## config.mk

```make
export PLATFORM = sky130hd
export DESIGN_NAME = maze_move_arbiter
export DESIGN_NICKNAME = d
export VERILOG_FILES = /design/src/rtl/maze_move_arbiter.sv
export SDC_FILE = /design/constraint.sdc
export NUM_CORES = 1
export LEC_CHECK = 0
export CAP_MARGIN = 20
export CORE_MARGIN = 1
export CORE_UTILIZATION = 45
export DETAILED_ROUTE_END_ITERATION = 12
export DONT_BUFFER_PORTS = 1
export GPL_ROUTABILITY_DRIVEN = 0
export PLACE_DENSITY_LB_ADDON = 0.3
export SLEW_MARGIN = 30
export SYNTH_ARGS = -nofsm -noshare
export SYNTH_HDL_FRONTEND = slang
export SYNTH_SLANG_ARGS = --single-unit
```

## constraint.sdc

```tcl
create_clock -name clk -period 2 [get_ports clk]
set_clock_uncertainty 0.05 [all_clocks]
set_input_delay 0.4 -clock clk [delete_from_list [all_inputs] [get_ports clk]]
set_output_delay 0.4 -clock clk [all_outputs]
set_load 0.02 [all_outputs]
```

## src/rtl/maze_move_arbiter.sv

```systemverilog
// Merges keyboard and autoplay-solver maze moves onto one valid/ready move port.
// Define MOVE_REPEAT_EN to build the typematic auto-repeat (HOLD state + repeat counter).
`timescale 1ns/1ps
module maze_move_arbiter #(
    parameter int unsigned REPEAT_DELAY  = 25_000_000,
    parameter int unsigned REPEAT_PERIOD = 5_000_000,
    parameter int unsigned IDLE_CYCLES   = 250_000_000,
    parameter int unsigned CNT_W         = 28
) (
    input  logic       clk,
    input  logic       rst,
    input  logic       key_valid,
    input  logic [1:0] key_code,
    input  logic       key_break,
    input  logic       auto_valid,
    input  logic [1:0] auto_code,
    output logic       auto_ready,
    output logic       mv_valid,
    output logic [1:0] mv_code,
    output logic       mv_src,
    input  logic       mv_ready,
    output logic       auto_mode
);

    localparam logic [1:0] S_IDLE  = 2'd0;
    localparam logic [1:0] S_ISSUE = 2'd1;
`ifdef MOVE_REPEAT_EN
    localparam logic [1:0] S_HOLD  = 2'd2;
`endif
    localparam logic [CNT_W-1:0] IDLE_LIM = CNT_W'(IDLE_CYCLES);

    if (REPEAT_DELAY == 0 || REPEAT_PERIOD == 0 ||
        (CNT_W < 32 && IDLE_CYCLES >= (32'd1 << CNT_W))) begin : g_bad_cfg
        $error("maze_move_arbiter: invalid timing parameters");
    end

    logic [1:0]       state_q, state_d;
    logic [1:0]       held_q, held_d;
    logic [1:0]       pending_q, pending_d;
    logic [1:0]       code_q, code_d;
    logic             src_q, src_d;
    logic             auto_mode_q, auto_mode_d;
    logic [CNT_W-1:0] idle_q, idle_d;
`ifdef MOVE_REPEAT_EN
    logic [CNT_W-1:0] rep_q, rep_d;
    logic             first_q, first_d;
`endif

    logic       key_make, key_brk, xfer, auto_acc;
    logic [1:0] pend_eff;

    always_comb begin
        key_make   = key_valid & ~key_break & (key_code != 2'd0);
        key_brk    = key_valid & key_break;
        auto_ready = auto_mode_q & (state_q == S_IDLE) & ~key_valid;
        auto_acc   = auto_valid & auto_ready;
        mv_valid   = (state_q == S_ISSUE);
        xfer       = mv_valid & mv_ready;
        // A make landing on the transfer cycle must not be lost, so it bypasses pending_q.
        pend_eff   = key_make ? key_code : pending_q;
        mv_code    = code_q;
        mv_src     = src_q;
        auto_mode  = auto_mode_q;
    end

    always_comb begin
        held_d      = held_q;
        idle_d      = idle_q;
        auto_mode_d = auto_mode_q;

        if (key_make)
            held_d = key_code;
        else if (key_brk && key_code == held_q)
            held_d = 2'd0;

        if (key_make || key_brk)
            idle_d = '0;
        else if (!key_valid && !auto_mode_q && held_q == 2'd0 && idle_q != IDLE_LIM)
            idle_d = idle_q + CNT_W'(1);

        if (key_make)
            auto_mode_d = 1'b0;
        else if (idle_q == IDLE_LIM)
            auto_mode_d = 1'b1;
    end

    always_comb begin
        state_d   = state_q;
        pending_d = pending_q;
        code_d    = code_q;
        src_d     = src_q;
`ifdef MOVE_REPEAT_EN
        rep_d     = rep_q;
        first_d   = first_q;
`endif
        case (state_q)
            S_ISSUE: begin
                if (key_make)
                    pending_d = key_code;
                if (xfer) begin
                    if (pend_eff != 2'd0) begin
                        code_d    = pend_eff;
                        src_d     = 1'b0;
                        pending_d = 2'd0;
`ifdef MOVE_REPEAT_EN
                        first_d   = 1'b1;
`endif
                    end
`ifdef MOVE_REPEAT_EN
                    else if (!src_q && held_d == code_q) begin
                        state_d = S_HOLD;
                        rep_d   = first_q ? CNT_W'(REPEAT_DELAY - 1) : CNT_W'(REPEAT_PERIOD - 1);
                        first_d = 1'b0;
                    end
`endif
                    else begin
                        state_d = S_IDLE;
                    end
                end
            end
`ifdef MOVE_REPEAT_EN
            S_HOLD: begin
                if (key_make) begin
                    state_d = S_ISSUE;
                    code_d  = key_code;
                    src_d   = 1'b0;
                    first_d = 1'b1;
                end else if (held_d == 2'd0) begin
                    state_d = S_IDLE;
                end else if (rep_q == '0) begin
                    state_d = S_ISSUE;
                    code_d  = held_q;
                    src_d   = 1'b0;
                end else begin
                    rep_d = rep_q - CNT_W'(1);
                end
            end
`endif
            default: begin
                if (key_make) begin
                    state_d = S_ISSUE;
                    code_d  = key_code;
                    src_d   = 1'b0;
`ifdef MOVE_REPEAT_EN
                    first_d = 1'b1;
`endif
                end else if (auto_acc) begin
                    state_d = S_ISSUE;
                    code_d  = auto_code;
                    src_d   = 1'b1;
                end
            end
        endcase
    end

    always_ff @(posedge clk) begin
        if (rst) begin
            state_q     <= S_IDLE;
            held_q      <= 2'd0;
            pending_q   <= 2'd0;
            code_q      <= 2'd0;
            src_q       <= 1'b0;
            auto_mode_q <= 1'b0;
            idle_q      <= '0;
`ifdef MOVE_REPEAT_EN
            rep_q       <= '0;
            first_q     <= 1'b0;
`endif
        end else begin
            state_q     <= state_d;
            held_q      <= held_d;
            pending_q   <= pending_d;
            code_q      <= code_d;
            src_q       <= src_d;
            auto_mode_q <= auto_mode_d;
            idle_q      <= idle_d;
`ifdef MOVE_REPEAT_EN
            rep_q       <= rep_d;
            first_q     <= first_d;
`endif
        end
    end

endmodule
```

==> Yosys cells after proc, flatten, opt, wreduce, memory -nomap -nowiden <==
Index checks and enable logic that the tools add are counted.
{ "classes": {"add_sub_neg": 1, "eq_ne": 7, "muxes": 20, "bitwise": 9, "n_reduce_logical": 17} }
{ "ops": {"columns": ["cell", "n"], "rows": [
  ["$mux W2", 15],
  ["$add A28 B1 Y28 const B", 1],
  ["$eq A28 B28 Y1 const B", 1],
  ["$ne A28 B28 Y1 const B", 1],
  ["$and A1 B1 Y1", 7],
  ["$reduce_and A3 Y1", 2],
  ["$reduce_bool A2 Y1", 3],
  ["$mux W1", 5],
  ["$logic_and A1 B1 Y1", 4],
  ["$logic_not A2 Y1", 2],
  ["$ne A2 B1 Y1 const B", 2],
  ["$reduce_or A2 Y1", 2],
  ["$reduce_bool A3 Y1", 1],
  ["$eq A2 B1 Y1 const B", 1],
  ["$eq A2 B2 Y1", 1],
  ["$logic_not A1 Y1", 2],
  ["$ne A2 B2 Y1 const B", 1],
  ["$not A1 Y1", 2],
  ["$logic_or A1 B1 Y1", 1]
]} }
{ "word_totals": {"reg_bits": 38, "inputBits": 10, "output_inout_bits": 6, "wordCells": 61} }

==> Depth between registers and ports, before layout <==
{ "depth": {"depth_word": 8, "ltp_mapped": 6, "mapped_depth_nobuf": 6} }

==> Worst setup path after synthesis <==
Ideal clock, no wire load.
{ "synth_path": {"path_type": "flip-flop to flip-flop", "startpoint": "reg auto_mode_q, in the netlist auto_mode", "endpoint": "reg idle_q[25]", "t_arrival_ns": 2.139, "slack_ns": -0.259, "stages_incl_launch_ff": 6, "period_less_slack_ns": 2.259, "cell_sequence": "dfxtp_1 -> or4_4 -> or4_1 -> buf_2 -> or4_1 -> a21oi_1"} }
{ "synth_between": {"elab_chain_cells": 4} }
{ "synth_lines": {"columns": ["element", "line", "text"], "rows": [
  ["start: declaration", "42", "logic auto_mode_q, auto_mode_d;"],
  ["start signal: assignment", "175", "auto_mode_q <= auto_mode_d;"],
  ["$logic_not A1 Y1", "78", "else if (!key_valid && !auto_mode_q && held_q == 2'd0 && idle_q != IDLE_LIM)"],
  ["$logic_and A1 B1 Y1 (3 in series)", "78", null],
  ["end signal: assignment", "176", "idle_q <= idle_d;"],
  ["end: declaration", "43", "logic [CNT_W-1:0] idle_q, idle_d;"]
]} }
Every way passes these cells.
A chain may end at the register's enable or synchronous reset.

==> Worst setup path after layout <==
{ "layout_path": {"startpoint": "reg held_q[0]", "endpoint": "reg idle_q[24]"} }
{ "layout_between": {"elab_chain_cells": 3} }
{ "layout_lines": {"columns": ["element", "line", "text"], "rows": [
  ["start: declaration", "38", "logic [1:0] held_q, held_d;"],
  ["start signal: assignment", "171", "held_q <= held_d;"],
  ["$logic_not A2 Y1", "78", null],
  ["$logic_and A1 B1 Y1 (2 in series)", "78", null]
]} }
Every way passes these cells.

==> reports/qor.txt <==
Initial Util: 0.477
Cell taking the most area after synthesis: dfxtp_1
Count leader, synth: dfxtp_1
Setup WS post-layout: -128 ps
Ys flop type: dfxtp_1
First-pass GRT wire length: 7630 um
I/O Pins: 16
PD cells: 573 mW/mm^2
Slew @ Worst Pin: 518 ps
Final period util: 1.06
RSZ-0062 raised after global routing: yes
Asr flop ratio synth: 0
Hold Crit Depth: 1
Critical path class: reg -> reg
Largest net degree at the start of global routing: 24
HP Start: rst
CTS H-tree lvls: 2
Die width: 67.8 um
Layout Utilization: 0.579
Synth top cells by count: 37 x dfxtp_1, 24 x a21oi_1, 18 x nand2_1, 18 x o21ai_0, 13 x nor2_1
WHS Endpoint: pending_q[0]
DP Worst Slack: -181 ps
EDFF count, synth: 0
Setup-failing EPs final: 14
Leakage power total: 0.721 nW
CTS tree: yes
Synth Register Bits: 37
Clock sinks: 37
Synthesis Warnings: 0
Net count after synthesis: 251
Via/cell ratio: 6.05
Gr usage total: 0.222
Top cell type's share of synthesized area: 0.380
Max VDD drop: 0.000272 V
Clk Latency, worst-skew pair: 290 ps
Design Power: 1.36 mW
Layout area overhead: 21.4%
Syn_area_per_cell: 8.15 um^2
Cts bufs inserted: 5
CTS Buffer Depth: 2
DRT antenna net count: 0
Die Area: 0.00460 mm^2
WL/cell: 15.2 um
Reg clk slew, reported paths: 80 ps
Required time of the critical path: 2180 ps
Synthesized netlist cell count: 239
Seq/Total Area, Yosys: 0.380
Status: finished with violations
Critical Path Sink Type: flip-flop
CORE AREA: 0.00409 mm^2
Max Cap Violations: 0
Pre-Repair DR Iteration Count: 5
Final hold vios: 0
Share of cells above drive strength 1: 0.223
Final wirelength: 4770 um
Final nets: 276
N_diodes: 0
Vias in the first global route: 1,692
Distinct cells, synth: 42
DRT iter0 DRCs: 153
Initial antenna violation count: 0
DRC viols: 0
PortBufs: 0
Vias: 1,900
FF-to-FF path depth: 5
CTS root buf: clkbuf_8
Worst reg-to-reg setup slack: -130 ps
HP Class: in -> reg
Violated checks: negative setup slack
Cell Area, Synth: 0.00195 mm^2
Row count: 23
F_max: 470 MHz
Final-report max-slew violation count: 0
CP Max Fanout: 8
Crit Reg-Reg Startpoint: held_q[0]
Fill cells: 373
Gr ovfl total: 0
Final hold slack: 114 ps
Post-DP HPWL: 3160 um
Die height: 67.8 um
Critical Path AT: 2300 ps
Minimum clock period: 2130 ps
Slew HR: 0.654
Synth area leaders: dfxtp_1 38%, a21oi_1 6.2%, o21ai_0 4.6%, or4_1 4.6%, nand2_1 3.5%
Worst Setup Start Kind: flip-flop
RR Endpoint: idle_q[24]
==> layer usage <==
metal,vias to the layer above,global-route usage,wire length (um)
li1,948,-,-
met1,905,0.284,2210
met2,41,0.356,2300
met3,6,0.0557,200
met4,0,0.0859,52
met5,-,0,0
==> how the worst max path moves through the flow <==
stage	start	to	slack (ps)
after floorplan	auto_mode	idle_q[19]	-210
after global placement	auto_mode	idle_q[19]	-150
after detailed placement	auto_mode	idle_q[26]	-180
after CTS	held_q[0]	idle_q[26]	-120
after global routing	idle_q[6]	idle_q[26]	-180
final	held_q[0]	idle_q[24]	-130
==> timing repair <==
| action | 4_1_cts | 5_1_grt |
|---|---|---|
| endpoints found under the setup margin | 17 | 20 |
| endpoints found under the hold margin | 0 | 0 |
| hold buffers | 0 | 0 |
| pin swaps | 16 | 4 |
| setup buffers | 3 | 2 |
| cloned | 2 | 0 |
| resized for setup | 10 | 14 |
==> cell type report <==
class,instances,area [um^2],share of cell area
multi-input combinational,182,1210,0.511
sequential,37,746,0.315
timing repair buffer,28,234,0.0989
clock buffer,6,72.6,0.0307
tap,50,62.6,0.0265
inverter,10,37.5,0.0159
clock inverter,1,5.00,0.00212
==> power by group <==
part	switching (mW)	internal (mW)
Sequential	0.0176	0.745
Combinational	0.0527	0.0448
Clock	0.258	0.237
==> critical path, cell delays in order (launching register included) <==
cell and delay, ps:
dfxtp_1 320, or4_4 550, or4_4 440, buf_6 150, or4_4 420, a21oi_2 130
==> cell usage in the layout, fill, tap and decap left out, types with 4 or more instances in the layout <==
master / instances
a21oi_2: 5
xnor2_1: 6
o21ai_0: 15
inv_1: 10
clkbuf_8: 5
or4_1: 8
or3_1: 8
nand3_1: 9
nor3_1: 5
a21oi_1: 19
nor2_1: 13
nand2_1: 18
nand2b_1: 4
o31ai_2: 4
a21boi_0: 4
dfxtp_1: 35
or4_4: 6
nand4_1: 6
buf_4: 24
o31ai_1: 5
==> state kept, by name (all words and copies together), names as in the netlist <==
signal	cells
mv_src	1
state_q	1
mv_code	2
pending_q	2
auto_mode	1
held_q	2
idle_q	28
==> through the flow <==
step / cells / area (um^2) / TNS [ps]
5_1_grt: 314 / 2360 / -1710
3_3_place_gp: 301 / 2160 / -1900
6_report: 314 / 2360 / -839
3_5_place_dp: 301 / 2160 / -2360
4_1_cts: 313 / 2300 / -1020
2_1_floorplan: 239 / 1970 / -1720
==> logic make-up after synthesis <==
| family | after synthesis | share of synthesized area |
|---|---|---|
| buf+inv | 21 | 0.0450 |
| simple gates | 99 | 0.294 |
| flops | 37 | 0.380 |
| xor+xnor | 6 | 0.0270 |
| compound gates | 69 | 0.215 |
| mux | 5 | 0.0270 |
| fa+ha+maj | 2 | 0.0128 |
Power figures use the tool's default switching activity.
